### src/rtl/matrix_mult_seq.sv
`default_nettype none
// ============================================================================
// Module   : matrix_mult_seq
// Purpose  : Load/multiply/store sequencer around a 4x4 16-bit matrix
//            multiplier. On a start pulse it reads matrix A and matrix B
//            (16 words each) from data memory and packs them into 256-bit
//            buses. It then enables the multiplier and waits for its done
//            flag. Finally it writes the 256-bit product back to memory as
//            16 words.
// Revision : 1.0  initial release
// ----------------------------------------------------------------------------
// Ports
//   clk          system clock, rising edge
//   reset        asynchronous active-high reset
//   start        one-cycle request, accepted only in IDLE
//   addr_a/b/r   base word addresses of A, B and result (latched on start)
//   busy         high from cycle after accepted start until back in IDLE
//   finished     one-cycle pulse after the last result word is written
//   mem_addr     registered memory word address
//   mem_rd       read request  (never high together with mem_wr)
//   mem_wr       write request
//   mem_wdata    registered write data
//   mem_rdata    read data, valid while mem_ack is high
//   mem_ack      completes the current read/write transfer
//   m1, m2       packed A and B to the multiplier, element (r,c) at
//                bits [r*64+c*16 +: 16] == memory word k=4r+c
//   mult_enable  multiplier enable
//   mult_done    multiplier done flag
//   m_out        packed product from the multiplier
// ============================================================================
module matrix_mult_seq #(
    parameter int AW     = 8,
    parameter int SETTLE = 2
) (
    input  logic          clk,
    input  logic          reset,
    input  logic          start,
    input  logic [AW-1:0] addr_a,
    input  logic [AW-1:0] addr_b,
    input  logic [AW-1:0] addr_r,
    output logic          busy,
    output logic          finished,
    output logic [AW-1:0] mem_addr,
    output logic          mem_rd,
    output logic          mem_wr,
    output logic [15:0]   mem_wdata,
    input  logic [15:0]   mem_rdata,
    input  logic          mem_ack,
    output logic [255:0]  m1,
    output logic [255:0]  m2,
    output logic          mult_enable,
    input  logic          mult_done,
    input  logic [255:0]  m_out
);

    // ------------------------------------------------------------------------
    // State encoding
    // ------------------------------------------------------------------------
    localparam logic [2:0] c_ST_IDLE   = 3'd0;
    localparam logic [2:0] c_ST_LOAD_A = 3'd1;
    localparam logic [2:0] c_ST_LOAD_B = 3'd2;
    localparam logic [2:0] c_ST_MUL    = 3'd3;
    localparam logic [2:0] c_ST_STORE  = 3'd4;
    localparam logic [2:0] c_ST_FIN    = 3'd5;

    localparam logic [3:0] c_SETTLE    = 4'(SETTLE);
    localparam logic [3:0] c_LAST_WORD = 4'hF;

    // ------------------------------------------------------------------------
    // Registered state and outputs
    // ------------------------------------------------------------------------
    logic [2:0]    r_state_q,  w_state_d;
    logic [3:0]    r_k_q,      w_k_d;
    logic [3:0]    r_settle_q, w_settle_d;
    logic [AW-1:0] r_base_a_q, w_base_a_d;
    logic [AW-1:0] r_base_b_q, w_base_b_d;
    logic [AW-1:0] r_base_r_q, w_base_r_d;
    logic [255:0]  r_m1_q,     w_m1_d;
    logic [255:0]  r_m2_q,     w_m2_d;
    logic [255:0]  r_res_q,    w_res_d;
    logic          r_busy_q,   w_busy_d;
    logic          r_fin_q,    w_fin_d;
    logic [AW-1:0] r_addr_q,   w_addr_d;
    logic          r_rd_q,     w_rd_d;
    logic          r_wr_q,     w_wr_d;
    logic [15:0]   r_wdata_q,  w_wdata_d;
    logic          r_men_q,    w_men_d;

    // Helpers
    logic [3:0]    w_k_inc;
    logic          w_last;
    logic          w_rd_done;
    logic          w_wr_done;
    logic [7:0]    w_bit_k;
    logic [7:0]    w_bit_k_inc;

    assign w_k_inc     = r_k_q + 4'd1;
    assign w_last      = (r_k_q == c_LAST_WORD);
    // An ack only counts while the matching request is actually asserted.
    assign w_rd_done   = r_rd_q & mem_ack;
    assign w_wr_done   = r_wr_q & mem_ack;
    // Word k of a packed matrix starts at bit 16*k (row-major, 4 per row).
    assign w_bit_k     = {r_k_q, 4'b0000};
    assign w_bit_k_inc = {w_k_inc, 4'b0000};

    // ------------------------------------------------------------------------
    // Next-state logic
    // ------------------------------------------------------------------------
    always_comb begin
        w_state_d  = r_state_q;
        w_k_d      = r_k_q;
        w_settle_d = r_settle_q;
        w_base_a_d = r_base_a_q;
        w_base_b_d = r_base_b_q;
        w_base_r_d = r_base_r_q;
        w_m1_d     = r_m1_q;
        w_m2_d     = r_m2_q;
        w_res_d    = r_res_q;
        w_busy_d   = r_busy_q;
        w_fin_d    = 1'b0;
        w_addr_d   = r_addr_q;
        w_rd_d     = r_rd_q;
        w_wr_d     = r_wr_q;
        w_wdata_d  = r_wdata_q;
        w_men_d    = r_men_q;

        case (r_state_q)
            c_ST_IDLE: begin
                if (start) begin
                    w_base_a_d = addr_a;
                    w_base_b_d = addr_b;
                    w_base_r_d = addr_r;
                    w_k_d      = 4'd0;
                    w_busy_d   = 1'b1;
                    w_rd_d     = 1'b1;
                    w_addr_d   = addr_a;
                    w_state_d  = c_ST_LOAD_A;
                end
            end

            c_ST_LOAD_A: begin
                if (w_rd_done) begin
                    w_m1_d[w_bit_k +: 16] = mem_rdata;
                    if (w_last) begin
                        // Request stays high: first B word is back-to-back.
                        w_k_d     = 4'd0;
                        w_addr_d  = r_base_b_q;
                        w_state_d = c_ST_LOAD_B;
                    end else begin
                        w_k_d    = w_k_inc;
                        w_addr_d = r_base_a_q + AW'(w_k_inc);
                    end
                end
            end

            c_ST_LOAD_B: begin
                if (w_rd_done) begin
                    w_m2_d[w_bit_k +: 16] = mem_rdata;
                    if (w_last) begin
                        w_k_d      = 4'd0;
                        w_rd_d     = 1'b0;
                        w_men_d    = 1'b1;
                        w_settle_d = 4'd0;
                        w_state_d  = c_ST_MUL;
                    end else begin
                        w_k_d    = w_k_inc;
                        w_addr_d = r_base_b_q + AW'(w_k_inc);
                    end
                end
            end

            c_ST_MUL: begin
                // mult_done is ignored until enable has been held SETTLE
                // cycles, so a stale done from a previous product (before
                // the multiplier pulls it low) is never taken as completion.
                if (r_settle_q != c_SETTLE) begin
                    w_settle_d = r_settle_q + 4'd1;
                end else if (mult_done) begin
                    w_res_d   = m_out;
                    w_men_d   = 1'b0;
                    w_wr_d    = 1'b1;
                    w_addr_d  = r_base_r_q;
                    // The result register is loaded on this same edge, so
                    // word 0 is taken straight from the product bus.
                    w_wdata_d = m_out[15:0];
                    w_k_d     = 4'd0;
                    w_state_d = c_ST_STORE;
                end
            end

            c_ST_STORE: begin
                if (w_wr_done) begin
                    if (w_last) begin
                        w_wr_d    = 1'b0;
                        w_k_d     = 4'd0;
                        w_fin_d   = 1'b1;
                        w_state_d = c_ST_FIN;
                    end else begin
                        w_k_d     = w_k_inc;
                        w_addr_d  = r_base_r_q + AW'(w_k_inc);
                        w_wdata_d = r_res_q[w_bit_k_inc +: 16];
                    end
                end
            end

            c_ST_FIN: begin
                w_busy_d  = 1'b0;
                w_state_d = c_ST_IDLE;
            end

            default: begin
                w_busy_d  = 1'b0;
                w_rd_d    = 1'b0;
                w_wr_d    = 1'b0;
                w_men_d   = 1'b0;
                w_k_d     = 4'd0;
                w_state_d = c_ST_IDLE;
            end
        endcase
    end

    // ------------------------------------------------------------------------
    // State registers (reset aborts any sequence immediately)
    // ------------------------------------------------------------------------
    always_ff @(posedge clk or posedge reset) begin
        if (reset) begin
            r_state_q  <= c_ST_IDLE;
            r_k_q      <= 4'd0;
            r_settle_q <= 4'd0;
            r_base_a_q <= '0;
            r_base_b_q <= '0;
            r_base_r_q <= '0;
            r_m1_q     <= '0;
            r_m2_q     <= '0;
            r_res_q    <= '0;
            r_busy_q   <= 1'b0;
            r_fin_q    <= 1'b0;
            r_addr_q   <= '0;
            r_rd_q     <= 1'b0;
            r_wr_q     <= 1'b0;
            r_wdata_q  <= 16'd0;
            r_men_q    <= 1'b0;
        end else begin
            r_state_q  <= w_state_d;
            r_k_q      <= w_k_d;
            r_settle_q <= w_settle_d;
            r_base_a_q <= w_base_a_d;
            r_base_b_q <= w_base_b_d;
            r_base_r_q <= w_base_r_d;
            r_m1_q     <= w_m1_d;
            r_m2_q     <= w_m2_d;
            r_res_q    <= w_res_d;
            r_busy_q   <= w_busy_d;
            r_fin_q    <= w_fin_d;
            r_addr_q   <= w_addr_d;
            r_rd_q     <= w_rd_d;
            r_wr_q     <= w_wr_d;
            r_wdata_q  <= w_wdata_d;
            r_men_q    <= w_men_d;
        end
    end

    // ------------------------------------------------------------------------
    // Outputs
    // ------------------------------------------------------------------------
    assign busy        = r_busy_q;
    assign finished    = r_fin_q;
    assign mem_addr    = r_addr_q;
    assign mem_rd      = r_rd_q;
    assign mem_wr      = r_wr_q;
    assign mem_wdata   = r_wdata_q;
    assign m1          = r_m1_q;
    assign m2          = r_m2_q;
    assign mult_enable = r_men_q;

endmodule
`default_nettype wire

### config.mk
export PLATFORM = sky130hd
export DESIGN_NAME = matrix_mult_seq
export DESIGN_NICKNAME = d
export VERILOG_FILES = /design/src/rtl/matrix_mult_seq.sv
export SDC_FILE = /design/constraint.sdc
export NUM_CORES = 2
export LEC_CHECK = 0
export ABC_CLOCK_PERIOD_IN_PS = 31500
export CELL_PAD_IN_SITES_DETAIL_PLACEMENT = 1
export CELL_PAD_IN_SITES_GLOBAL_PLACEMENT = 2
export CORE_UTILIZATION = 32
export CTS_CLUSTER_SIZE = 40
export DETAILED_ROUTE_END_ITERATION = 12
export PLACE_DENSITY = 0.81
export REMOVE_ABC_BUFFERS = 1
export SLEW_MARGIN = 10
export SYNTH_ARGS = -nofsm -noshare
export SYNTH_HDL_FRONTEND = slang
export SYNTH_SLANG_ARGS = --single-unit
### constraint.sdc
create_clock -name clk -period 31.5 [get_ports clk]
set_clock_uncertainty 0.1 [all_clocks]
set_input_delay 3.15 -clock clk [delete_from_list [all_inputs] [get_ports clk]]
set_output_delay 3.15 -clock clk [all_outputs]
set_load 0.005 [all_outputs]
==> results.py <==
metrics = {
    "sta": {
        "rsz0062_at_grt": "false",
        "hold_viol": 0,
        "setup_violations": 0,
        "finalCriticalPeriod_ps": 7170,
        "tightestPinTransition_ps": 1180,
        "tns_ps": 0,
        "maxSlewViolCount": 0,
        "timing.final.ws_setup_ps": 24330,
        "whs_ps": 376,
        "max_slew_margin_pct": 20.8,
        "fin_crit_sh_pct": 22.8,
        "fmax_ghz": 0.139,
    },
    "grt": {
        "overflow": 0,
        "grt_pass1_vias": 27300,
        "grt_start_max_net_pins": 140,
        "grt_pass1_wl_um": 191000,
        "antenna_found_initial": 27,
        "track_usage_pct": 23.9,
    },
    "placement": {
        "place.gp.congestion": 0.829,
        "hpwl_um": 94300,
        "post_dp_cell_area_um2": 44200,
        "place.port_buffers": 841,
        "place_ws_ps": 23390,
    },
    "clock_network": {
        "cts_buffers": 93,
        "cts_tree": "built",
        "clockRootBuffer": "clkbuf_16",
        "post_cts_resized": 0,
        "clk_pin_slew_worst_paths_ps": 60,
        "cts.htree.levels": 3,
        "cts_num_sinks": 832,
        "hold_buffers": 0,
        "cts_buffer_depth": 3,
        "post_cts_buffers": 0,
        "insertion_delay_ps": 690,
    },
    "synth": {
        "synth_edf_count": 0,
        "seq_area_frac_synth_pct": 60.5,
        "syn_area_um2": 34400,
        "synth_commonest_cells": "dfrtp_1 (832), nand2_1 (586), mux2_2 (398)",
        "synth_top_area_share_pct": 60.5,
        "ys_types": 71,
        "synth.area.top_cells": "dfrtp_1 (61%), mux2_2 (13%), nand2_1 (6.4%)",
        "synth_top_cell_by_area": "dfrtp_1",
        "yosys_warnings": 0,
        "synth-async-reset-ratio_pct": 100,
        "syn-instance-count": 2831,
        "synth_ff_type": "dfrtp_1",
        "yosys_register_bits": 832,
        "syn_area_per_cell_um2": 12.1,
        "yosysMostFrequentCell": "dfrtp_1",
    },
    "cells_and_area": {
        "regArea_um2": 20800,
        "layout-drive-gt1-share_pct": 19.4,
        "layout.nets": 3944,
        "fin_util_pct": 44.9,
        "fillers": 11100,
        "fin_area_um2": 47500,
        "multiInputGateArea_um2": 12700,
        "areaGrowthSynthToFinish_pct": 38.2,
    },
    "setup_path": {
        "cp_data_required_time_ps": 32080,
        "ff2ff_setup_slack_ps": 26610,
        "cpLargestDelayFamily": "buffers and inverters",
        "critPathLaunchType": "input pin",
        "worstPathMaxFanout": 139,
        "end_kind": "asynchronous set/reset pin",
        "reg2regPathDepth": 10,
        "path_buf_inv": 6,
        "cpMaxStageDelayCell": "buf_4",
        "r2r_start": "r_k_q[0]",
        "crit_arrival_ps": 7750,
        "critical_path_class": "in -> async",
        "reg2reg_to": "mem_addr[7]",
        "crit_top_cell": "buf_4",
        "crit_end": "m2[51]",
        "crit_start": "reset",
        "path_cells": "clkdlybuf4s50_1, inv_8, buf_4, buf_4, buf_4, buf_4",
        "crit_cells": 6,
        "max_stage_delay_ps": 870,
    },
    "routing": {
        "routedWlPerCell_um": 25.7,
        "drt-pass1-iter-count": 5,
        "drcViolationCount": 0,
        "drt-total-wl_um": 131000,
        "drt-initial-drc-count": 1402,
        "antenna_left": 0,
        "num_vias": 25900,
        "via_per_inst": 5.08,
    },
    "pwr": {
        "peakVddDrop_mv": 0.0496,
        "power_density_nw_per_um2": 71.6,
        "p_leak_uw": 0.0208,
    },
    "floorplan": {
        "die-area_um2": 109000,
        "start_util_pct": 32.5,
        "coreArea_um2": 106000,
        "fp.dieW_um": 330,
        "die_y_um": 330,
        "rows": 119,
        "ioPinCount": 842,
    },
    "worst_hold_path": {
        "worstHoldStart": "m1[34]",
        "hold_path_class": "reg -> reg",
        "whs_path_depth": 2,
    },
    "flow_run": {
        "max_cap_violations": 0,
    },
    "run_status": {
        "status": "finished clean",
    },
}
## placed cells by master (no fill, tap or decap), types with 31 or more instances in the layout
cell type / n
dfrtp_1: 831
clkdlybuf4s50_1: 841
o31ai_1: 47
mux4_2: 64
o21ai_0: 371
clkbuf_8: 31
buf_4: 58
nand3_1: 75
mux2_2: 398
clkbuf_16: 96
nand2_1: 586
## routing by layer
metal / vias up / part of all wire, % / global-route usage [%]
met2: 807 / 50 / 40.5
met5: - / 0.16 / 0
met1: 13300 / 39 / 28.4
li1: 11500 / - / -
met4: 34 / 3.7 / 8.75
met3: 249 / 7.5 / 7.29
## worst min path at each step
stage,endpoint
after floorplan,m1[32]
after global routing,m1[35]
after CTS,m2[41]
after global placement,m1[40]
after detailed placement,m2[41]
final,m1[34]
## cells by family after synthesis
| logic type | Yosys count | share of synthesized area [%] |
|---|---|---|
| flip-flops | 832 | 60.5 |
| AND/OR/NAND/NOR | 772 | 9.54 |
| AO/OA/AOI/OAI | 502 | 8.25 |
| multiplexers | 474 | 17.7 |
| buffers and inverters | 214 | 2.76 |
| XOR/XNOR | 19 | 0.506 |
| adder cells (fa/ha/maj) | 18 | 0.691 |
## stage by stage
| stage | instances | total power [µW] |
|---|---|---|
| finish | 5106 | 3410 |
| global route | 5102 | 3560 |
| CTS | 5094 | 3450 |
| detailed placement | 4922 | 2270 |
| global placement | 4922 | 2260 |
| floorplan | 2632 | 1730 |
## tightest hold or removal path, delay by kind of cell (launching register included)
family	cells	cell delay [ps]
compound gates	1	50
flops	1	340
simple gates	1	50
## cell type report
class                   instances  area share [%]
flip-flops and latches        832            43.8
inverters                      15           0.134
clock inverters                32           0.921
clock buffers                 140            6.05
multi-input cells            1785            26.7
well taps                    1391            3.66
diodes                         12          0.0632
repair buffers                899            18.6
## registers in the layout, summed over array words and instances, names as in the netlist, 3 cells and up
| name | cells |
|---|---|
| m1 | 256 |
| r_base_r_q | 8 |
| r_base_b_q | 8 |
| r_base_a_q | 8 |
| r_state_q | 3 |
| m2 | 256 |
| r_res_q | 256 |
| r_k_q | 4 |
| mem_wdata | 16 |
| r_settle_q | 4 |
| mem_addr | 8 |
## report_power, final
group | leakage [µW] | switching, µW | internal [µW]
registers | 0.0114 | 106 | 1190
clock network | 0.00164 | 464 | 697
logic | 0.00775 | 525 | 421
Power figures use the tool's default switching activity.
